**config.mk**
```make
export PLATFORM = sky130hd
export DESIGN_NAME = serial_sub_nb_flat
export DESIGN_NICKNAME = d
export VERILOG_FILES = /design/src/rtl/serial_arith_pkg.sv /design/src/rtl/serial_sub_nb_if.sv /design/src/rtl/fa_1b.sv /design/src/rtl/serial_sub_nb.sv /design/src/flat_wrapper.sv
export SDC_FILE = /design/constraint.sdc
export NUM_CORES = 1
export LEC_CHECK = 0
export CAP_MARGIN = 20
export CORE_UTILIZATION = 30
export CTS_CLUSTER_SIZE = 16
export DETAILED_ROUTE_END_ITERATION = 12
export GPL_TIMING_DRIVEN = 0
export MAX_ROUTING_LAYER = met4
export PLACE_DENSITY_LB_ADDON = 0.12
export SYNTH_ARGS = -nofsm -noshare
export SYNTH_HDL_FRONTEND = slang
export SYNTH_HIERARCHICAL = 1
export SYNTH_SLANG_ARGS = --single-unit
```
**constraint.sdc**
```tcl
create_clock -name clk -period 1.5 [get_ports clk]
set_input_delay 0.3 -clock clk [delete_from_list [all_inputs] [get_ports clk]]
set_output_delay 0.3 -clock clk [all_outputs]
set_load 0.1 [all_outputs]
```
**src/rtl/serial_arith_pkg.sv**
```systemverilog
// serial_arith_pkg: shared FSM encoding and limits for the bit-serial arithmetic family
package serial_arith_pkg;
   localparam logic [1:0] ST_IDLE  = 2'd0;
   localparam logic [1:0] ST_SHIFT = 2'd1;
   localparam logic [1:0] ST_DONE  = 2'd2;
   localparam int SERIAL_MAX_WIDTH = 64;
endpackage

```
**src/rtl/serial_sub_nb_if.sv**
```systemverilog
// serial_sub_nb_if: operand/result handshake bundle for serial_sub_nb
//   in_valid/in_ready + a/b  : operand channel (master -> slave)
//   out_valid/out_ready      : result channel (slave -> master)
//   diff/borrow/zero/ovf     : result payload, valid while out_valid
interface serial_sub_nb_if #(parameter int WIDTH = 8);
   logic in_valid, in_ready, out_valid, out_ready, borrow, zero, ovf;
   logic [WIDTH-1:0] a, b, diff;
   modport master (output in_valid, a, b, out_ready, input in_ready, out_valid, diff, borrow, zero, ovf);
   modport slave (input in_valid, a, b, out_ready, output in_ready, out_valid, diff, borrow, zero, ovf);
endinterface

```
**src/rtl/fa_1b.sv**
```systemverilog
// fa_1b: 1-bit full adder
//   A, B, Cin : addend bits and carry in
//   S, Cout   : sum and carry out
module fa_1b (
   input  logic A,
   input  logic B,
   input  logic Cin,
   output logic S,
   output logic Cout
);
   assign S    = A ^ B ^ Cin;
   assign Cout = (A & B) | (Cin & (A ^ B));
endmodule

```
**src/rtl/serial_sub_nb.sv**
```systemverilog
// serial_sub_nb: bit-serial WIDTH-bit two's-complement subtractor (a - b), LSB first
//   clk, rst_n : clock, asynchronous active-low reset
//   io.slave   : in_valid/in_ready/a/b operand handshake,
//                out_valid/out_ready/diff/borrow/zero/ovf result handshake
module serial_sub_nb
   import serial_arith_pkg::*;
#(
   parameter int WIDTH = 8
) (
   input logic           clk,
   input logic           rst_n,
   serial_sub_nb_if.slave io
);
   localparam int CW = $clog2(WIDTH) > 0 ? $clog2(WIDTH) : 1;
   if (WIDTH < 2 || WIDTH > SERIAL_MAX_WIDTH) begin : g_bad_width
      $error("serial_sub_nb: WIDTH %0d outside 2..%0d", WIDTH, SERIAL_MAX_WIDTH);
   end
   logic [1:0]       state;
   logic [WIDTH-1:0] a_sh, b_sh, res;
   logic [CW-1:0]    count;
   logic             carry, s, cout, last;
   // a - b = a + ~b + 1: invert the subtrahend bit and seed the carry with 1
   fa_1b u_fa (.A(a_sh[0]), .B(~b_sh[0]), .Cin(carry), .S(s), .Cout(cout));
   assign last         = count == CW'(WIDTH - 1);
   assign io.in_ready  = state == ST_IDLE;
   assign io.out_valid = state == ST_DONE;
   assign io.diff      = res;
   always_ff @(posedge clk or negedge rst_n) begin
      if (!rst_n) begin
         state     <= ST_IDLE;
         a_sh      <= '0;
         b_sh      <= '0;
         res       <= '0;
         count     <= '0;
         carry     <= 1'b0;
         io.borrow <= 1'b0;
         io.zero   <= 1'b0;
         io.ovf    <= 1'b0;
      end else begin
         case (state)
            ST_IDLE: if (io.in_valid) begin
               a_sh  <= io.a;
               b_sh  <= io.b;
               carry <= 1'b1;
               count <= '0;
               state <= ST_SHIFT;
            end
            ST_SHIFT: begin
               a_sh  <= a_sh >> 1;
               b_sh  <= b_sh >> 1;
               res   <= {s, res[WIDTH-1:1]};
               carry <= cout;
               count <= count + 1'b1;
               // carry still holds the carry into the MSB here, so ovf is cin ^ cout of the sign bit
               if (last) begin
                  io.borrow <= ~cout;
                  io.ovf    <= carry ^ cout;
                  io.zero   <= ~|{s, res[WIDTH-1:1]};
                  state     <= ST_DONE;
               end
            end
            ST_DONE: if (io.out_ready) state <= ST_IDLE;
            default: state <= ST_IDLE;
         endcase
      end
   end
endmodule

```
**src/flat_wrapper.sv**
```systemverilog
// flat-port wrapper written by rule: the top's interface ports become plain ports
module serial_sub_nb_flat import serial_arith_pkg::*;
#(
   parameter int WIDTH = 8
)
  (clk, rst_n, io_in_valid, io_a, io_b, io_out_ready, io_in_ready, io_out_valid, io_diff, io_borrow, io_zero, io_ovf);
  serial_sub_nb_if #(.WIDTH(WIDTH)) io_i ();
  input logic clk;
  input logic rst_n;
  input wire logic [$bits(io_i.in_valid)-1:0] io_in_valid;
  input wire logic [$bits(io_i.a)-1:0] io_a;
  input wire logic [$bits(io_i.b)-1:0] io_b;
  input wire logic [$bits(io_i.out_ready)-1:0] io_out_ready;
  output wire logic [$bits(io_i.in_ready)-1:0] io_in_ready;
  output wire logic [$bits(io_i.out_valid)-1:0] io_out_valid;
  output wire logic [$bits(io_i.diff)-1:0] io_diff;
  output wire logic [$bits(io_i.borrow)-1:0] io_borrow;
  output wire logic [$bits(io_i.zero)-1:0] io_zero;
  output wire logic [$bits(io_i.ovf)-1:0] io_ovf;
  assign io_i.in_valid = io_in_valid;
  assign io_i.a = io_a;
  assign io_i.b = io_b;
  assign io_i.out_ready = io_out_ready;
  assign io_in_ready = io_i.in_ready;
  assign io_out_valid = io_i.out_valid;
  assign io_diff = io_i.diff;
  assign io_borrow = io_i.borrow;
  assign io_zero = io_i.zero;
  assign io_ovf = io_i.ovf;
  serial_sub_nb #(.WIDTH(WIDTH)) u_core (.clk(clk), .rst_n(rst_n), .io(io_i));
endmodule
```
==> flow_metrics.py <==
metrics = {
    "run_status": {
        "run_status": "finished, violations left",
        "failed_checks": "setup timing",
    },
    "worst_setup_path": {
        "crit-reg2reg-launch": "u_core/state[0]$_DFFE_PN0P_",
        "r2r_cells": 6,
        "required_ns": 1.20,
        "cp-end-kind": "output port",
        "crit_path_end": "io_in_ready",
        "crit_type": "reg -> out",
        "crit_fanout": 12,
        "r2r_end": "u_core/a_sh[4]$_DFFE_PN0P_",
        "crit_arrival_ns": 1.21,
        "start_kind": "flip-flop",
        "reg2reg_slack_ns": 0.12,
        "crit_start": "u_core/state[1]$_DFFE_PN0P_",
    },
    "grt": {
        "grt_antenna_before_repair": 0,
        "met2_usage_pct": 24.8,
        "grt_max_degree": 34,
        "grt_first_pass_wirelength_um": 6280,
        "grt_overflow": 0,
        "met1_usage_pct": 18.3,
        "grt_pass1_vias": 1336,
        "met3_usage_pct": 3.57,
        "grt_usage_pct": 15.1,
        "top_usage_layer": "met2",
    },
    "synth": {
        "avgSynthCellArea_sq_um": 9.98,
        "synth_cell_types": 28,
        "ys.flop_type": "dfrtp_1",
        "synth.most_common_cell": "dfrtp_1",
        "synthTopCellsByArea": "dfrtp_1 50%, and2b_2 7.5%, nand2_1 7.1%, a22oi_1 6.4%, a21oi_1 4.9%",
        "async_reset_ff_share_pct": 100,
        "syn-num-nets": 187,
        "seq_area_frac_synth_pct": 50.5,
        "syn_inst": 164,
        "syn_area_sq_mm": 0.00164,
        "yosysTopAreaCellShare_pct": 50.5,
        "synth_edf_count": 0,
        "yosysWarnings": 6,
        "synth_largest_area_cell": "dfrtp_1",
        "synthTopCellsByCount": "33 x dfrtp_1, 31 x nand2_1, 16 x a21oi_1",
        "ys_seq_elements": 33,
    },
    "placed_design": {
        "dp_hpwl_um": 2560,
        "io_buffers": 32,
        "place_inst": 266,
        "place_congestion": 0.763,
    },
    "clock_network": {
        "clock_sinks": 33,
        "root_buffer": "clkbuf_8",
        "cts_max_path_buffers": 2,
        "path_clk_slew_ns": 0.07,
        "cts_buffers": 5,
        "htreeDepth": 2,
        "cts_tree": "built",
        "clock_latency_ns": 0.28,
    },
    "die": {
        "die_x_um": 75.9,
        "core_sq_mm": 0.00517,
        "fp.dieArea_sq_mm": 0.00575,
        "row_count": 26,
        "ios": 33,
        "die_y_um": 75.9,
        "initial_core_util_pct": 31.6,
    },
    "sta": {
        "fin_skew_ns": 0.00414,
        "drv_slew": 0,
        "max_freq_mhz": 662,
        "slew_headroom_pct": 50.7,
        "worstMarginPinSlew_ns": 0.740,
        "hold_viol_final": 0,
        "fin_tns_setup_ns": -0.0173,
        "period_needed_ns": 1.51,
        "rsz0062_at_grt": "true",
        "setup_viol": 2,
        "worst_slack_ns": -0.00963,
        "finalCritPeriodShare_pct": 101,
    },
    "final_layout": {
        "area_growth_pct": 32.2,
        "fin_nets": 232,
        "diodes": 0,
        "layout-drive-gt1-share_pct": 27.3,
        "stdcell_count": 279,
        "n_fill_cell": 513,
    },
    "detailed_routing": {
        "vias_per_cell": 4.83,
        "drtIter0Drc": 40,
        "dr.pass1.iters": 4,
        "vias": 1347,
        "ant_nets": 0,
        "drt-total-wl_um": 3710,
        "routedWlPerCell_um": 13.3,
        "drc_errors": 0,
    },
    "power_and_ir_drop": {
        "ir_worst_vdd_mv": 0.917,
        "p_per_area_mw_per_mm2": 2240,
        "p_leak_nw": 1.01,
    },
    "worst_hold_path": {
        "hold_class": "in -> async",
    },
    "flow_run": {
        "maxCapViolations": 0,
    },
}
cell type report:
cell class,count,area [sq um],area share [%]
multi-input cells,116,712,32.9
well taps,70,87.6,4.05
inverters,4,18.8,0.868
clock buffers,7,86.3,3.99
flip-flops and latches,33,827,38.2
repair buffers,39,337,15.6
plain buffers,10,95.1,4.40
routing by layer:
metal	vias to the layer above	part of all wire [%]
met5	-	0
met4	0	0.84
met3	4	4.0
met2	31	49
met1	657	46
li1	655	-
worst min-delay path by stage:
stage,to,slack (ns),cells past startpoint
3_3_place_gp,u_core/io.zero$_DFFE_PN0P_,0.46,2
3_5_place_dp,u_core/io.borrow$_DFFE_PN0P_,0.42,1
6_report,u_core/io.borrow$_DFFE_PN0P_,0.08,1
4_1_cts,u_core/a_sh[3]$_DFFE_PN0P_,0.11,1
2_1_floorplan,u_core/a_sh[0]$_DFFE_PN0P_,0.004,0
5_1_grt,u_core/a_sh[3]$_DFFE_PN0P_,0.14,1
report_power, final:
part           total (mW)  switching, mW  internal, mW
Combinational        2.64           1.80         0.837
Clock               0.668          0.304         0.364
Sequential           1.55          0.289          1.26
Total                4.85           2.40          2.46
stage by stage:
step	total power, mW	hold slack [ns]	util, %	cell area [sq um]	setup WS [ns]
after CTS	4.81	0.110	41.0	2120	-0.211
after floorplan	3.53	0.00441	-	1650	-0.0682
after detailed placement	4.20	0.417	39.6	2050	-0.942
after global placement	4.12	0.464	39.7	2060	-0.937
after global routing	5.20	0.140	41.8	2160	-0.0634
final	4.85	0.0803	41.8	2160	-0.00963
critical path: stages (launching register included):
cell and delay [ns]:
dfrtp_2 0.46, buf_6 0.17, nor2_4 0.12, buf_12 0.18
repair_timing:
| item | in CTS | in global routing |
|---|---|---|
| hold buffers | 0 | 0 |
| gates resized for setup | 66 | 18 |
| setup buffers | 0 | 7 |
| endpoints found under the setup margin | 19 | 7 |
| pin swaps | 0 | 3 |
cell usage in the layout, fill, tap and decap left out, drive strengths merged, types with 12 or more instances in the layout:
cell type      instances
dfrtp                 33
nand2                 31
buf                   25
o21ai                 21
clkdlybuf4s50         17
a21oi                 16
and2b                 15
a22oi                 14
clkbuf                12
state kept, by name, summed over array words and instances, names as in the netlist, 2 cells and up:
register and count:
u_core/a_sh 8, u_core/count 3, u_core/state 2, u_core/b_sh 8, u_core/io.diff 8
cell families after synthesis:
logic type	synth area share (%)
AND/OR/NAND/NOR	18.5
AO/OA/AOI/OAI	19.8
XOR/XNOR	0.535
flip-flops	50.5
buffers and inverters	7.34
multiplexers	0.612
adder cells (fa/ha/maj)	2.75
(Power assumes the default switching activity.)
